--- src/rtl/mul_div_unit.sv ---
// Iterative RISC-V M-extension multiply/divide unit, one result bit per clock.
// Define MDU_DIV_EN to build the restoring divider; without it, divide ops return err.
module mul_div_unit #(
    parameter int D_WIDTH = 32
) (
    input  logic               clk,
    input  logic               rst,
    input  logic               in_valid,
    output logic               in_ready,
    input  logic [2:0]         op,
    input  logic [D_WIDTH-1:0] bus_a,
    input  logic [D_WIDTH-1:0] bus_b,
    output logic               out_valid,
    input  logic               out_ready,
    output logic [D_WIDTH-1:0] out,
    output logic               Z,
    output logic               err
);

    localparam int W  = D_WIDTH;
    localparam int CW = $clog2(W);
    localparam logic [CW-1:0]  LAST  = CW'(W - 1);
    localparam logic [W-1:0]   ZERO  = '0;
    localparam logic [2*W-1:0] ZERO2 = '0;
`ifdef MDU_DIV_EN
    localparam logic [W-1:0]   MIN   = {1'b1, {(W-1){1'b0}}};
`endif

    typedef enum logic [1:0] {
        IDLE,
        CALC,
        DONE
    } state_t;

    state_t         state;
    logic [1:0]     op_q;
    logic           neg_q;
    logic [W-1:0]   opb;
    logic [2*W-1:0] work;
    logic [CW-1:0]  cnt;
    logic           in_ready_q;
    logic           out_valid_q;
    logic [W-1:0]   out_q;
    logic           z_q;
    logic           err_q;
`ifdef MDU_DIV_EN
    logic           is_div_q;
`endif

    logic           a_sgn;
    logic           b_sgn;
    logic           a_neg;
    logic           b_neg;
    logic [W-1:0]   a_mag;
    logic [W-1:0]   b_mag;
    logic           neg_in;
    logic           bypass;
    logic [W-1:0]   byp_res;
    logic           byp_err;

    // Operands are reduced to magnitudes here; the sign is reapplied to the final result.
    always_comb begin
        a_sgn  = (op == 3'b001) || (op == 3'b010) || (op == 3'b100) || (op == 3'b110);
        b_sgn  = (op == 3'b001) || (op == 3'b100) || (op == 3'b110);
        a_neg  = a_sgn && bus_a[W-1];
        b_neg  = b_sgn && bus_b[W-1];
        a_mag  = a_neg ? (ZERO - bus_a) : bus_a;
        b_mag  = b_neg ? (ZERO - bus_b) : bus_b;
        neg_in = (op == 3'b110) ? a_neg : (a_neg ^ b_neg);
    end

    always_comb begin
        bypass  = 1'b0;
        byp_res = ZERO;
        byp_err = 1'b0;
`ifdef MDU_DIV_EN
        if (op[2] && (bus_b == ZERO)) begin
            bypass  = 1'b1;
            byp_err = 1'b1;
            byp_res = op[1] ? bus_a : ~ZERO;
        end else if (op[2] && !op[0] && (bus_a == MIN) && (bus_b == ~ZERO)) begin
            bypass  = 1'b1;
            byp_res = op[1] ? ZERO : MIN;
        end
`else
        if (op[2]) begin
            bypass  = 1'b1;
            byp_err = 1'b1;
        end
`endif
    end

    logic [W:0]     mul_sum;
    logic [2*W-1:0] mul_next;
    logic [2*W-1:0] next_work;
    logic [2*W-1:0] prod_fix;
    logic [W-1:0]   res;

    // Shift-add: low half holds the multiplier, high half accumulates and shifts right.
    always_comb begin
        mul_sum  = {1'b0, work[2*W-1:W]} + {1'b0, (work[0] ? opb : ZERO)};
        mul_next = {mul_sum, work[W-1:1]};
    end

`ifdef MDU_DIV_EN
    logic [W:0]     div_shift;
    logic [W:0]     div_diff;
    logic [2*W-1:0] div_next;
    logic [W-1:0]   div_val;

    // Restoring divide: high half is the partial remainder, low half shifts dividend out and quotient in.
    always_comb begin
        div_shift = {work[2*W-1:W], work[W-1]};
        div_diff  = div_shift - {1'b0, opb};
        div_next  = div_diff[W] ? {div_shift[W-1:0], work[W-2:0], 1'b0}
                                : {div_diff[W-1:0], work[W-2:0], 1'b1};
    end
`endif

    always_comb begin
`ifdef MDU_DIV_EN
        next_work = is_div_q ? div_next : mul_next;
`else
        next_work = mul_next;
`endif
        prod_fix = neg_q ? (ZERO2 - next_work) : next_work;
        res      = (op_q == 2'b00) ? prod_fix[W-1:0] : prod_fix[2*W-1:W];
`ifdef MDU_DIV_EN
        div_val  = op_q[1] ? next_work[2*W-1:W] : next_work[W-1:0];
        if (is_div_q) begin
            res = neg_q ? (ZERO - div_val) : div_val;
        end
`endif
    end

    // Control FSM; result, flags and handshakes are all registered here.
    always_ff @(posedge clk) begin
        if (rst) begin
            state       <= IDLE;
            op_q        <= 2'b00;
            neg_q       <= 1'b0;
            opb         <= ZERO;
            work        <= ZERO2;
            cnt         <= '0;
            in_ready_q  <= 1'b1;
            out_valid_q <= 1'b0;
            out_q       <= ZERO;
            z_q         <= 1'b0;
            err_q       <= 1'b0;
`ifdef MDU_DIV_EN
            is_div_q    <= 1'b0;
`endif
        end else begin
            case (state)
                IDLE: begin
                    if (in_valid) begin
                        op_q       <= op[1:0];
                        neg_q      <= neg_in;
                        opb        <= b_mag;
                        work       <= {ZERO, a_mag};
                        cnt        <= '0;
                        in_ready_q <= 1'b0;
`ifdef MDU_DIV_EN
                        is_div_q   <= op[2];
`endif
                        if (bypass) begin
                            state       <= DONE;
                            out_valid_q <= 1'b1;
                            out_q       <= byp_res;
                            z_q         <= (byp_res == ZERO);
                            err_q       <= byp_err;
                        end else begin
                            state <= CALC;
                        end
                    end
                end
                CALC: begin
                    work <= next_work;
                    cnt  <= cnt + CW'(1);
                    if (cnt == LAST) begin
                        state       <= DONE;
                        out_valid_q <= 1'b1;
                        out_q       <= res;
                        z_q         <= (res == ZERO);
                        err_q       <= 1'b0;
                    end
                end
                DONE: begin
                    if (out_ready) begin
                        state       <= IDLE;
                        in_ready_q  <= 1'b1;
                        out_valid_q <= 1'b0;
                        out_q       <= ZERO;
                        z_q         <= 1'b0;
                        err_q       <= 1'b0;
                    end
                end
                default: begin
                    state       <= IDLE;
                    in_ready_q  <= 1'b1;
                    out_valid_q <= 1'b0;
                    out_q       <= ZERO;
                    z_q         <= 1'b0;
                    err_q       <= 1'b0;
                end
            endcase
        end
    end

    assign in_ready  = in_ready_q;
    assign out_valid = out_valid_q;
    assign out       = out_q;
    assign Z         = z_q;
    assign err       = err_q;

endmodule

--- config.mk ---
export PLATFORM = sky130hd
export DESIGN_NAME = mul_div_unit
export DESIGN_NICKNAME = d
export VERILOG_FILES = /design/src/rtl/mul_div_unit.sv
export SDC_FILE = /design/constraint.sdc
export NUM_CORES = 1
export LEC_CHECK = 0
export CAP_MARGIN = 20
export CELL_PAD_IN_SITES_DETAIL_PLACEMENT = 1
export CELL_PAD_IN_SITES_GLOBAL_PLACEMENT = 2
export CORE_ASPECT_RATIO = 0.5
export CORE_MARGIN = 3
export CORE_UTILIZATION = 34
export CTS_CLUSTER_DIAMETER = 80
export DETAILED_ROUTE_END_ITERATION = 8
export PLACE_DENSITY_LB_ADDON = 0.1
export SKIP_LAST_GASP = 1
export SYNTH_ARGS = -nofsm -noshare
export SYNTH_HDL_FRONTEND = slang
export SYNTH_SLANG_ARGS = --single-unit
--- constraint.sdc ---
create_clock -name clk -period 6.6 [get_ports clk]
set_input_delay 1.32 -clock clk [delete_from_list [all_inputs] [get_ports clk]]
set_output_delay 1.32 -clock clk [all_outputs]
set_load 0.01 [all_outputs]
* Word-level counts from Yosys, hierarchy flattened
Index checks and enable logic that the tools add are counted.
** Cells by class
- $add $sub $neg :: 5
- Equal/unequal tests :: 11
- Multiplexer cells :: 33
- Bitwise operators :: 2
- Reductions and logical operators :: 16
** Operators by type and width (count)
- $mux W32 :: 8
- $mux W64 :: 2
- $pmux W64 S2 :: 1
- $pmux W32 S3 :: 1
- $sub A1 B32 Y32 const A :: 2
- $sub A1 B64 Y64 const A :: 1
- $add A32 B32 Y33 :: 1
- $logic_not A32 Y1 :: 1
- $pmux W1 S3 :: 4
- $mux W1 :: 10
- $pmux W5 S2 :: 1
- $mux W2 :: 4
- $ne A2 B2 Y1 const B :: 4
- $eq A3 B3 Y1 const B :: 2
- $pmux W2 S3 :: 1
- $reduce_and A3 Y1 :: 2
- $add A5 B1 Y5 const B :: 1
- $eq A5 B5 Y1 const B :: 1
- $logic_or A1 B1 Y1 :: 5
- $mux W5 :: 1
- $logic_not A2 Y1 :: 2
- $reduce_and A2 Y1 :: 2
- $reduce_and A4 Y1 :: 1
- $eq A3 B1 Y1 const B :: 1
- 7 further kinds :: 8
** Word-level totals
- Bits in registers :: 142
- Bits of input ports :: 71
- Output and inout bits :: 36
- Logic and storage cells :: 78

* Depth between registers and ports, before layout
Gate-level depths: netlist of run 1.
- Depth after elaboration :: 8
- Depth in mapped cells :: 17
- Gate-level depth less buffers :: 15

* Worst setup path after synthesis of run 1
Ideal clock, no wire load.
- Path type :: reg-to-reg
- From :: register work[0]
- To :: register z_q (netlist: Z)
- Library setup time :: 0.087 ns
- Data arrival time :: 4.680 ns
- Slack :: 1.833 ns
- Stages on the path, launching flop included :: 17
- Path buffers :: 1
- Clock period less this slack :: 4.767 ns
- Path through :: dfxtp_1 clkbuf_1 and2_1 ha_1 fa_1 a211oi_1 nor2_1 o21a_1 or3_1 a2111oi_2 nand4_1 nor3_1 nand2_1 o311a_1 or4_1 or4_1 o31ai_1
** On the way
- Word-level cells in the longest chain between the ends :: 8
** Ends and longest elaborated chain
- start: declaration :: RTL line 39 : logic [2*W-1:0] work;
- start signal: assignment :: RTL line 160 : work <= {ZERO, a_mag};
- start signal: assignment :: RTL line 178 : work <= next_work;
- $mux W32 * :: RTL line 101 : mul_sum = {1'b0, work[2*W-1:W]} + {1'b0, (work[0] ? opb : ZERO)};
- $add A32 B32 Y33 * :: RTL line 101
- $sub A1 B64 Y64 :: RTL line 126 : prod_fix = neg_q ? (ZERO2 - next_work) : next_work;
- $mux W64 * :: RTL line 126
- $mux W32 * :: RTL line 127 : res = (op_q == 2'b00) ? prod_fix[W-1:0] : prod_fix[2*W-1:W];
- $logic_not A32 Y1 * :: RTL line 184 : z_q <= (res == ZERO);
- $mux W1 * :: RTL line 180 : if (cnt == LAST) begin
- $pmux W1 S3 * :: RTL line 154 : case (state)
- end signal: assignment :: RTL line 170 : z_q <= (byp_res == ZERO);
- end signal: assignment :: RTL line 184
- end: declaration :: RTL line 44 : logic z_q;
Mark *: on every way between the ends. The rest lies on a longest branch, timed or not. The select of a mux whose other input is x is not followed.
A chain may end at the register's enable or synchronous reset.

* Worst setup path in the final report of run 1
Ends and elaborated chain as after synthesis.

==> results of run 1 <==
[power by group through the flow]
stage	Combinational (mW)	Clock, mW	Sequential (mW)
6_report	0.823	0.981	1.01
5_1_grt	0.902	1.04	1.02
4_1_cts	0.814	1.01	1.01
3_5_place_dp	0.811	0	1.03
3_3_place_gp	0.795	0	1.02
2_1_floorplan	0.565	0	0.960
[cells in the final DEF (no fill, tap or decap), types with 14 or more instances in the layout]
cell type          n
clkbuf_16         17
ha_1              37
nor3_1            25
nand2_1          107
inv_1             14
dfxtp_1          141
nand2b_1          14
a21oi_1          115
and2_1            44
or4_1             15
a222oi_1          22
xor2_1            45
nor4_1            22
buf_4             15
a21o_1            15
nand3_1           26
o21ai_0           81
o31ai_1           26
xnor2_1           81
or3_1             22
clkdlybuf4s50_1  105
a211oi_1          39
nor2_1           211
a22oi_1           52
nand4_1           16
[flip-flops by register name, indices dropped and copies added (netlist names)]
signal,count
Z,1
state,2
op_q,2
err,1
in_ready,1
out,32
out_valid,1
opb,32
work,64
neg_q,1
cnt,5
[kinds of logic after synthesis]
logic type,share of synthesized area (%)
DFF,26.8
adders and majority gates,4.56
buffers and inverters,4.19
and+or+nand+nor,25.2
xor gates and xnor gates,10.4
AOI/OAI and AO/OA,28.8
[cells in the mapped netlist, types with 4 or more instances]
library cell | n | area share (%)
a211o_1 | 6 | 0.50
o21a_1 | 10 | 0.71
xnor2_1 | 81 | 6.7
nor3_1 | 25 | 1.2
dfxtp_1 | 142 | 27
a21o_1 | 15 | 1.1
nand3b_1 | 5 | 0.35
a21oi_1 | 115 | 5.4
nand2b_1 | 14 | 0.83
or2_2 | 8 | 0.47
a221oi_1 | 6 | 0.50
o31ai_1 | 26 | 1.8
inv_1 | 14 | 0.50
a22oi_1 | 52 | 3.7
a31oi_1 | 9 | 0.53
xor2_1 | 45 | 3.7
nand2_1 | 107 | 3.8
nor2_1 | 213 | 7.5
and3_1 | 7 | 0.41
o211ai_1 | 10 | 0.71
a211oi_1 | 39 | 2.8
a311oi_1 | 10 | 0.83
clkbuf_1 | 99 | 3.5
ha_1 | 37 | 4.4
nand3_1 | 26 | 1.2
and2_1 | 44 | 2.6
or3_1 | 22 | 1.3
nand4b_1 | 4 | 0.33
and4_1 | 4 | 0.33
o41ai_1 | 12 | 0.99
nand4_1 | 16 | 0.95
or4_1 | 15 | 1.1
a222oi_1 | 22 | 2.1
nor4_1 | 22 | 1.3
nor2b_1 | 9 | 0.53
o21ai_0 | 81 | 3.8
[worst max-delay path by stage]
stage	startpoint	endpoint	slack, ns	cells after the start
after floorplan	work[0]	Z	1.83	16
after global placement	work[0]	Z	0.94	15
after detailed placement	work[0]	Z	0.74	15
after CTS	work[0]	Z	0.76	15
after global routing	work[0]	Z	0.28	14
final	work[0]	Z	0.67	15
[layout make-up]
cell class | count | area, um2 | share of cell area, %
multi-input cells | 1168 | 7320 | 58.7
flip-flops and latches | 142 | 2840 | 22.8
repair buffers | 120 | 1160 | 9.33
well taps | 414 | 518 | 4.15
clock buffers | 21 | 460 | 3.69
clock inverters | 10 | 104 | 0.832
inverters | 15 | 56.3 | 0.451
diodes | 3 | 7.51 | 0.0602
[routing by layer]
metal / part of all wire (%) / routed length [um] / vias to the layer above
li1: - / - / 5329
met1: 53 / 23100 / 5671
met2: 40 / 17300 / 250
met3: 6.7 / 2910 / 21
met4: 0.72 / 312 / 0
met5: 0 / 0 / -
[stage by stage]
step	utilization [%]	cell area [um2]	hold slack, ns	instances	power [mW]
2_1_floorplan	-	10600	0.427	1428	1.52
3_5_place_dp	39.9	11900	0.452	1859	1.84
3_3_place_gp	39.9	11900	0.448	1859	1.82
6_report	41.8	12500	0.462	1893	2.82
5_1_grt	41.8	12500	0.481	1890	2.96
4_1_cts	41.8	12500	0.465	1890	2.83
[critical path: cells and delay by family, from the launching register on]
kind	cells	cell delay (ns)
compound gates	6	2.10
xor+xnor	1	0.20
fa+ha+maj	2	0.66
flops	1	0.60
simple gates	6	2.27
==> metrics.md, run 1 <==
| Metric | Value |
|---|---|
| Die area | 33400 um2 |
| Clk pwr share | between 30% and 40% |
| # resized after CTS | 0 |
| Synthesized cell area | 10600 um2 |
| Slowest-stage cell, CP | a2111oi_2 |
| Final Hold Viols | 0 |
| YS warnings | 0 |
| Ratio of cells with drive above 1 in the final layout | between 4 and 5% |
| Hold Path Stages | 2 |
| Final min period | 5.93 ns |
| Drt pass-1 iters | 5 |
| Routed vias | ~11k |
| All-Layer GR Usage | around a quarter |
| Comb pwr share | between 20 and 30% |
| R2R Path End | Z |
| Final worst slack | about 0.67 ns |
| FFs w/ async S/R, synth | 0% |
| Cell row count | 44 |
| Worst setup EP type | flop |
| Post-Place Worst Slack | 0.744 ns |
| Total grt overflow | 0 |
| R2R Setup Slk | roughly 0.67 ns |
| Switch share | a little under two fifths |
| Initial core utilization | between 30 and 40% |
| Slowest Stage Delay on Critical Path | between 0.8 and 0.9 ns |
| Final GP Congestion | between 0.9 and 1 |
| DRC | 0 |
| Hold Path Sink | out[23] |
| Die Ht | roughly 130 um |
| Max Fclk | 169 MHz |
| Starting DRT DRC Count | between 900 and 1k |
| Static leakage | about 4.6 nW |
| Setup bufs post-CTS | 0 |
| Syn_area_per_cell | between 7 and 8 um2 |
| Gr busiest metal | met1 |
| Flops & latches, synth | 142 |
| CP required | slightly below 7 ns |
| Reg-to-reg startpoint | work[0] |
| Post-CTS Hold Buffers | 0 |
| HP Class | reg -> reg |
| Io pins | 107 |
| Cells on worst reg2reg path | 15 |
| CTS H-Tree Depth | 4 |
| Slew Limit Fails | 0 |
| DP Wirelength | 34.0 mm |
| Port bufs | around 110 |
| Crit path kind | reg -> reg |
| Cell Int Power | approximately 1.8 mW |
| TritonCTS clock tree | built |
| Switching Power | 1.06 mW |
| Crit start category | flop |
| Status | complete, no violations |
| Final TNS setup | 0 ns |
| Clock sink total | roughly 140 |
| Unique masters post-synth | 75 |
| Filler cell count | ~3.7k |
| Final setup fails | 0 |
| CP max FO | 33 |
| Relative slew slack | 30.1% |
| GR Util met1 | 40.1% |
| CP cell instances | and2_1 > ha_1 > fa_1 > a211oi_1 > nor2_1 > o21a_1 > or3_1 > a2111oi_2 > nand3_1 > or4b_4 > o41ai_2 > xor2_1 > a21oi_1 > or4_1 > o31ai_1 |
| Min-delay src | out[23] |
| DR WL/cell | 23.0 um |
| WP data arrival | ~6.3 ns |
| Final wirelength | 43.6 mm |
| CTS Buf Count | 17 |
| First-pass GRT wire length | roughly 67 mm |
| Period utilization | roughly nine tenths |
| Die W | ~260 um |
| Via density | 5.95 |
| Largest net degree at the start of global routing | slightly below 90 |
| PD cells | approximately 230 nW/um2 |
| Synth Flop Type | dfxtp_1 |
| Slew at the pin with the worst max-slew slack | approximately 1.0 ns |
| RSZ-0062 raised after global routing | false |
| Synth-to-layout area growth | 17.8% |
| Peak VDD IR | approximately 0.00017 V |
| Clock transition at the registers of the reported paths | approximately 0.070 ns |
| Core area | slightly below 30000 um2 |
| Clock buffer depth | 2 |
| Syn Nets | between 1.5k and 2k |
| Cell at the root of the clock tree | clkbuf_16 |
| Worst clock skew | roughly 0.017 ns |
| Vias in the first global route | between 10k and 15k |
| Final #Nets | between 1.5k and 2k |
| Later-pin clock latency in the skew report | 0.44 ns |
| M3 GR Usage | 5.06% |
| EDFF count, synth | 0 |
| Share of power burned in registers | 35.9% |
| M2 GR Usage | a little under two fifths |
| Max Cap Violations | 0 |
| Sequential area share after synthesis | between 20% and 30% |
| Mapped Cells | ~1.4k |
| Initial antenna violation count | 1 |
| ANT nets after route | 0 |
Note: power is estimated with default switching activity, not from simulation.
==> inputs of run 2 (changes only) <==
--- a/config.mk
+++ b/config.mk
@@ -10,7 +10,8 @@
 export CELL_PAD_IN_SITES_GLOBAL_PLACEMENT = 2
 export CORE_ASPECT_RATIO = 0.5
 export CORE_MARGIN = 3
-export CORE_UTILIZATION = 34
+export CORE_UTILIZATION = 35
+export CTS_BUF_LIST = sky130_fd_sc_hd__clkbuf_8
 export CTS_CLUSTER_DIAMETER = 80
 export DETAILED_ROUTE_END_ITERATION = 8
 export PLACE_DENSITY_LB_ADDON = 0.1
==> run 2 against run 1 <==
Register-to-register slack got worse by 0.07 ns; global-route usage up 0.53 points; sequential power hardly changed; critical path depth shrank 1; fmax decreased by 1.2%; routed wire length decreased by 0.45%; critical path type unchanged.
==> metrics.md, run 2 (synthesis results as in run 1) <==
| Metric | Value |
|---|---|
| Most common cell after layout, fill and taps aside | nor2_1 |
| Via density | 5.97 (+0.34%) |
| Die Ht | 129 um (-1.4%) |
| Cell row count | 44 (unchanged) |
| Max Fclk | 167 MHz (-1.2%) |
| Max Cap Violations | 0 (unchanged) |
| TritonCTS clock tree | built |
| Most frequent cells in the layout | nor2_1 (211), dfxtp_1 (141), a21oi_1 (115), nand2_1 (107), clkdlybuf4s50_1 (105) |
| DP Wirelength | 33.9 mm (-0.23%) |
| Clock sink total | 142 (unchanged) |
| Initial antenna violation count | 8 (+7) |
| Area after DPL | 11900 um2 (-0.30%) |
| Drt pass-1 iters | 7 (+2) |
| Final Instance Area | 12300 um2 (-1.6%) |
| Worst clock skew | 0.0192 ns (+0.00176 ns) |
| PD cells | 208 nW/um2 (-7.7%) |
| Slew Limit Fails | 0 (unchanged) |
| Port bufs | 106 (unchanged) |
| Vias in the first global route | 10.6k (-3.5%) |
| Starting DRT DRC Count | 1078 (+13%) |
| Filler cell count | 3644 (-1.1%) |
| HP Class | reg -> reg |
| Post-CTS Hold Buffers | 0 (unchanged) |
| Relative slew slack | 28.6% (-1.5 points) |
| Status | complete, no violations |
| Period utilization | 90.9% (+1.1 points) |
| WP data arrival | 6.40 ns (+0.12 ns) |
| Worst setup EP type | flop |
| DRC | 0 (unchanged) |
| Cell at the root of the clock tree | clkbuf_8 |
| CTS Buf Count | 17 (unchanged) |
| Final min period | 6.00 ns (+0.0737 ns) |
| Initial core utilization | 36.0% (+0.53 points) |
| ANT nets after route | 0 (unchanged) |
| Core area | 29400 um2 (-1.5%) |
| Io pins | 107 (unchanged) |
| # resized after CTS | 0 (unchanged) |
| DR WL/cell | 23.2 um (+0.89%) |
| Routed vias | 11.2k (-0.98%) |
| Area of the multi-input gates | 7320 um2 (unchanged) |
| Crit path kind | reg -> reg |
| Static leakage | 4.53 nW (-1.2%) |
| Final Hold Viols | 0 (unchanged) |
| RSZ-0062 raised after global routing | false |
| CP max FO | 33 (unchanged) |
| Peak VDD IR | 0.000132 V (-22%) |
| Die area | 32500 um2 (-2.8%) |
| CP required | 7.00 ns (+0.05 ns) |
| Die W | 252 um (-1.4%) |
| # diodes | 0 (-3) |
| Largest net degree at the start of global routing | 88 (+1.1%) |
| Top reg by flops | work |
| Clock transition at the registers of the reported paths | 0.09 ns (+0.02 ns) |
| Final setup fails | 0 (unchanged) |
| CTS H-Tree Depth | 4 (unchanged) |
| All-Layer GR Usage | 26.4% (+0.53 points) |
| Clock buffer depth | 2 (unchanged) |
| Slew at the pin with the worst max-slew slack | 1.06 ns (+0.0160 ns) |
| Setup bufs post-CTS | 0 (unchanged) |
| Final GP Congestion | 0.908 (-1.4%) |
| Synth-to-layout area growth | 16.0% |
| Register area | 2840 um2 (unchanged) |
| Ratio of cells with drive above 1 in the final layout | 4.54% (+0.13 points) |
| Later-pin clock latency in the skew report | 0.50 ns (+0.06 ns) |
| Final #Nets | 1573 (unchanged) |
| Total grt overflow | 0 (unchanged) |
| Final wirelength | 43.4 mm (-0.45%) |
| Crit start category | flop |
| First-pass GRT wire length | 65.2 mm (-2.3%) |
| Max reg flops | 64 (unchanged) |
| Fin Hold WS | 0.464 ns (+0.00276 ns) |
| Final TNS setup | 0 ns (unchanged) |
[run 2: path summary, 6_finish.rpt]
| check | start | end | slack [ns] | cells past startpoint |
|---|---|---|---|---|
| max | work[0] | Z | 0.60 | 14 |
| min reg2reg | out[20] | out[20] | 0.46 | 2 |
| min | out[20] | out[20] | 0.46 | 2 |
| max reg2reg | work[0] | Z | 0.60 | 14 |
[run 2: area by class of cell]
type	instances	area share, %
multi-input cells	1168	59.6
inverters	15	0.458
clock inverters	13	1.02
well taps	391	3.98
flip-flops and latches	142	23.2
clock buffers	19	2.13
repair buffers	120	9.64
[run 2: power breakdown]
group          leakage [nW]  internal (mW)  switching [mW]  total, mW
clock network         0.205          0.325           0.394      0.719
logic                  3.17          0.299           0.531      0.831
registers              1.16          0.911          0.0973       1.01
total                  4.53           1.53            1.02       2.56
[run 2: per-stage QoR]
stage | setup slack (ns) | utilization [%] | total power [mW] | cells
floorplan | 1.83 | - | 1.52 | 1428
global placement | 0.974 | 40.4 | 1.82 | 1835
detailed placement | 0.715 | 40.4 | 1.84 | 1835
CTS | 0.671 | 41.7 | 2.56 | 1867
global route | 0.160 | 41.8 | 2.70 | 1868
finish | 0.598 | 41.8 | 2.56 | 1868
[run 2: routing by layer]
metal	global-route usage [%]	vias up	share of wire, %
li1	-	5330	-
met1	42.2	5520	54
met2	35.9	281	38
met3	5.29	29	6.8
met4	4.13	0	0.77
met5	0	-	0
[run 2: critical path: stages (launching register included)]
cell       delay [ns]
dfxtp_1          0.96
and2_1           0.29
ha_1             0.25
a211o_1          0.33
a21boi_0         0.50
o21ai_1          0.21
a221oi_1         0.56
xor2_1           0.30
o2111ai_1        0.41
or4b_4           0.70
o41ai_2          0.26
xor2_1           0.18
a21oi_1          0.10
or4_1            0.58
o31ai_1          0.28
==> inputs of run 3 (changes only) <==
==> constraint.sdc (replaced) <==
create_clock -name clk -period 6 [get_ports clk]
set_input_delay 1.2 -clock clk [delete_from_list [all_inputs] [get_ports clk]]
set_output_delay 1.2 -clock clk [all_outputs]
set_load 0.01 [all_outputs]
==> run 3 against run 2 <==
Sequential power increased by 9.9%; final area increased by 0.91%; highest routed layer is now met5; critical path depth unchanged; register-to-register slack got worse by 0.18 ns; via count increased by 1.1%.
==> metrics.md, run 3 (synthesis results as in run 1) <==
| Metric | Value |
|---|---|
| Status | complete, no violations |
| M2 GR Usage | 37.5% (+1.6 points) |
| M3 GR Usage | 7.45% (+2.2 points) |
| Largest net degree at the start of global routing | 91 (+3.4%) |
| ANT nets after route | 0 (unchanged) |
| Relative slew slack | 27.1% (-1.4 points) |
| CTS H-Tree Depth | 4 (unchanged) |
| CTS Buf Count | 17 (unchanged) |
| Min-delay src | out[23] |
| CP required | 6.41 ns (-0.59 ns) |
| Initial antenna violation count | 6 (-2) |
| Most frequent cells in the layout | nor2_1 (211), dfxtp_1 (141), a21oi_1 (115), nand2_1 (107), clkdlybuf4s50_1 (105) |
| Clock buffer depth | 2 (unchanged) |
| Slew at the pin with the worst max-slew slack | 1.08 ns (+0.0214 ns) |
| Final TNS setup | 0 ns (unchanged) |
| Final Instance Area | 12400 um2 (+0.91%) |
| Slew Limit Fails | 0 (unchanged) |
| # diodes | 0 (unchanged) |
| Max Fclk | 179 MHz (+7.4%) |
| Final setup fails | 0 (unchanged) |
| Drt pass-1 iters | 5 (-2) |
| Clock sink total | 142 (unchanged) |
| DRC | 0 (unchanged) |
| TritonCTS clock tree | built |
| R2R Path End | Z |
| Area after DPL | 12000 um2 (+1.1%) |
| Worst setup EP type | flop |
| Cell at the root of the clock tree | clkbuf_8 |
| Hold Path Stages | 2 (unchanged) |
| Crit start category | flop |
| PD cells | 231 nW/um2 (+11%) |
| Reg-to-reg startpoint | work[0] |
| Final worst slack | 0.413 ns (-0.185 ns) |
| Filler cell count | 3688 (+1.2%) |
| Via density | 6.00 (+0.37%) |
| Peak VDD IR | 0.000131 V (-0.66%) |
| Static leakage | 4.60 nW (+1.5%) |
| Clock transition at the registers of the reported paths | 0.10 ns (about the same) |
| Max Cap Violations | 0 (unchanged) |
| Max reg flops | 64 (unchanged) |
| R2R Setup Slk | 0.41 ns (-0.18 ns) |
| First-pass GRT wire length | 66.9 mm (+2.6%) |
| Most common cell after layout, fill and taps aside | nor2_1 |
| Final Hold Viols | 0 (unchanged) |
| Synth-to-layout area growth | 17.0% |
| DR WL/cell | 23.5 um (+1.1%) |
| Routed vias | 11.3k (+1.1%) |
| Later-pin clock latency in the skew report | 0.50 ns (about the same) |
| Die area | 32500 um2 (unchanged) |
| Post-Place Worst Slack | 0.505 ns (-0.210 ns) |
| Final GP Congestion | 0.916 (+0.83%) |
| Final min period | 5.59 ns (-0.415 ns) |
| Ratio of cells with drive above 1 in the final layout | 5.57% (+1.0 points) |
| Period utilization | 93.1% (+2.2 points) |
| Core area | 29400 um2 (unchanged) |
| WP data arrival | 6.00 ns (-0.40 ns) |
| Cells on worst reg2reg path | 14 (unchanged) |
| Vias in the first global route | 10.9k (+3.1%) |
| Starting DRT DRC Count | 1024 (-5.0%) |
| HP Class | reg -> reg |
| Crit path launch | work[0] |
| Gr busiest metal | met1 |
| Hold Path Sink | out[23] |
| Die Ht | 129 um (unchanged) |
| Die W | 252 um (unchanged) |
| Crit path kind | reg -> reg |
| Top reg by flops | work |
| Worst clock skew | 0.0162 ns (-0.00302 ns) |
| Port bufs | 106 (unchanged) |
| All-Layer GR Usage | 27.0% (+0.57 points) |
| DP Wirelength | 34.6 mm (+2.1%) |
| Final #Nets | 1587 (+0.89%) |
| CP max FO | 22 (-33%) |
| Cell row count | 44 (unchanged) |
| Io pins | 107 (unchanged) |
| Initial core utilization | 36.0% (unchanged) |
| GR Util met1 | 40.9% (-1.3 points) |
| RSZ-0062 raised after global routing | false |
| Total grt overflow | 0 (unchanged) |
| Final wirelength | 44.3 mm (+1.9%) |
| Finished Core Util | 42.2% (+0.38 points) |
run 3: power breakdown:
part	switching (mW)	total (mW)	internal (mW)
clock network	0.459	0.813	0.354
registers	0.110	1.11	1.00
logic	0.601	0.940	0.339
run 3: what timing repair did:
action / CTS / global route
endpoints found under the hold margin: 0 / 0
gates resized for setup: 0 / 1
hold buffers: 0 / 0
setup endpoints to repair: 0 / 1
setup buffers: 0 / 0
run 3: cell type report:
cell class                 count  area (um2)  share of cell area, %
clock inverter                14         148                   1.19
inverter                      15        56.3                  0.454
multi-input combinational   1168        7330                   59.1
timing repair buffer         134        1280                   10.3
clock buffer                  18         248                   2.00
tap                          391         489                   3.95
sequential                   142        2840                   22.9
run 3: critical path: stages (launching register included):
cell	delay [ns]
dfxtp_1	0.76
and2_1	0.27
ha_1	0.24
a211o_1	0.33
a21boi_0	0.47
o21ai_1	0.16
a221oi_1	0.55
xor2_1	0.32
o2111ai_1	0.41
or4b_4	0.69
o41ai_2	0.26
xor2_1	0.18
a21oi_1	0.09
or4_1	0.55
o31ai_1	0.23
run 3: how the worst max path moves through the flow:
stage | end | depth (start not counted)
final | Z | 14
after global routing | Z | 14
after CTS | Z | 16
after global placement | Z | 16
after detailed placement | Z | 16
after floorplan | Z | 16
run 3: layer usage:
| layer | vias to the layer above | share of wire, % | routed length [um] |
|---|---|---|---|
| li1 | 5356 | - | - |
| met1 | 5652 | 52 | 23100 |
| met2 | 249 | 39 | 17400 |
| met3 | 26 | 7.5 | 3300 |
| met4 | 2 | 0.66 | 291 |
| met5 | - | 0.30 | 131 |
run 3: metrics by stage:
stage                     hold WS (ns)  instances  power [mW]
final                            0.461       1882        2.87
after global routing             0.491       1882        3.02
after CTS                        0.467       1882        2.87
after detailed placement         0.453       1850        2.05
after global placement           0.442       1849        2.03
after floorplan                  0.427       1428        1.68
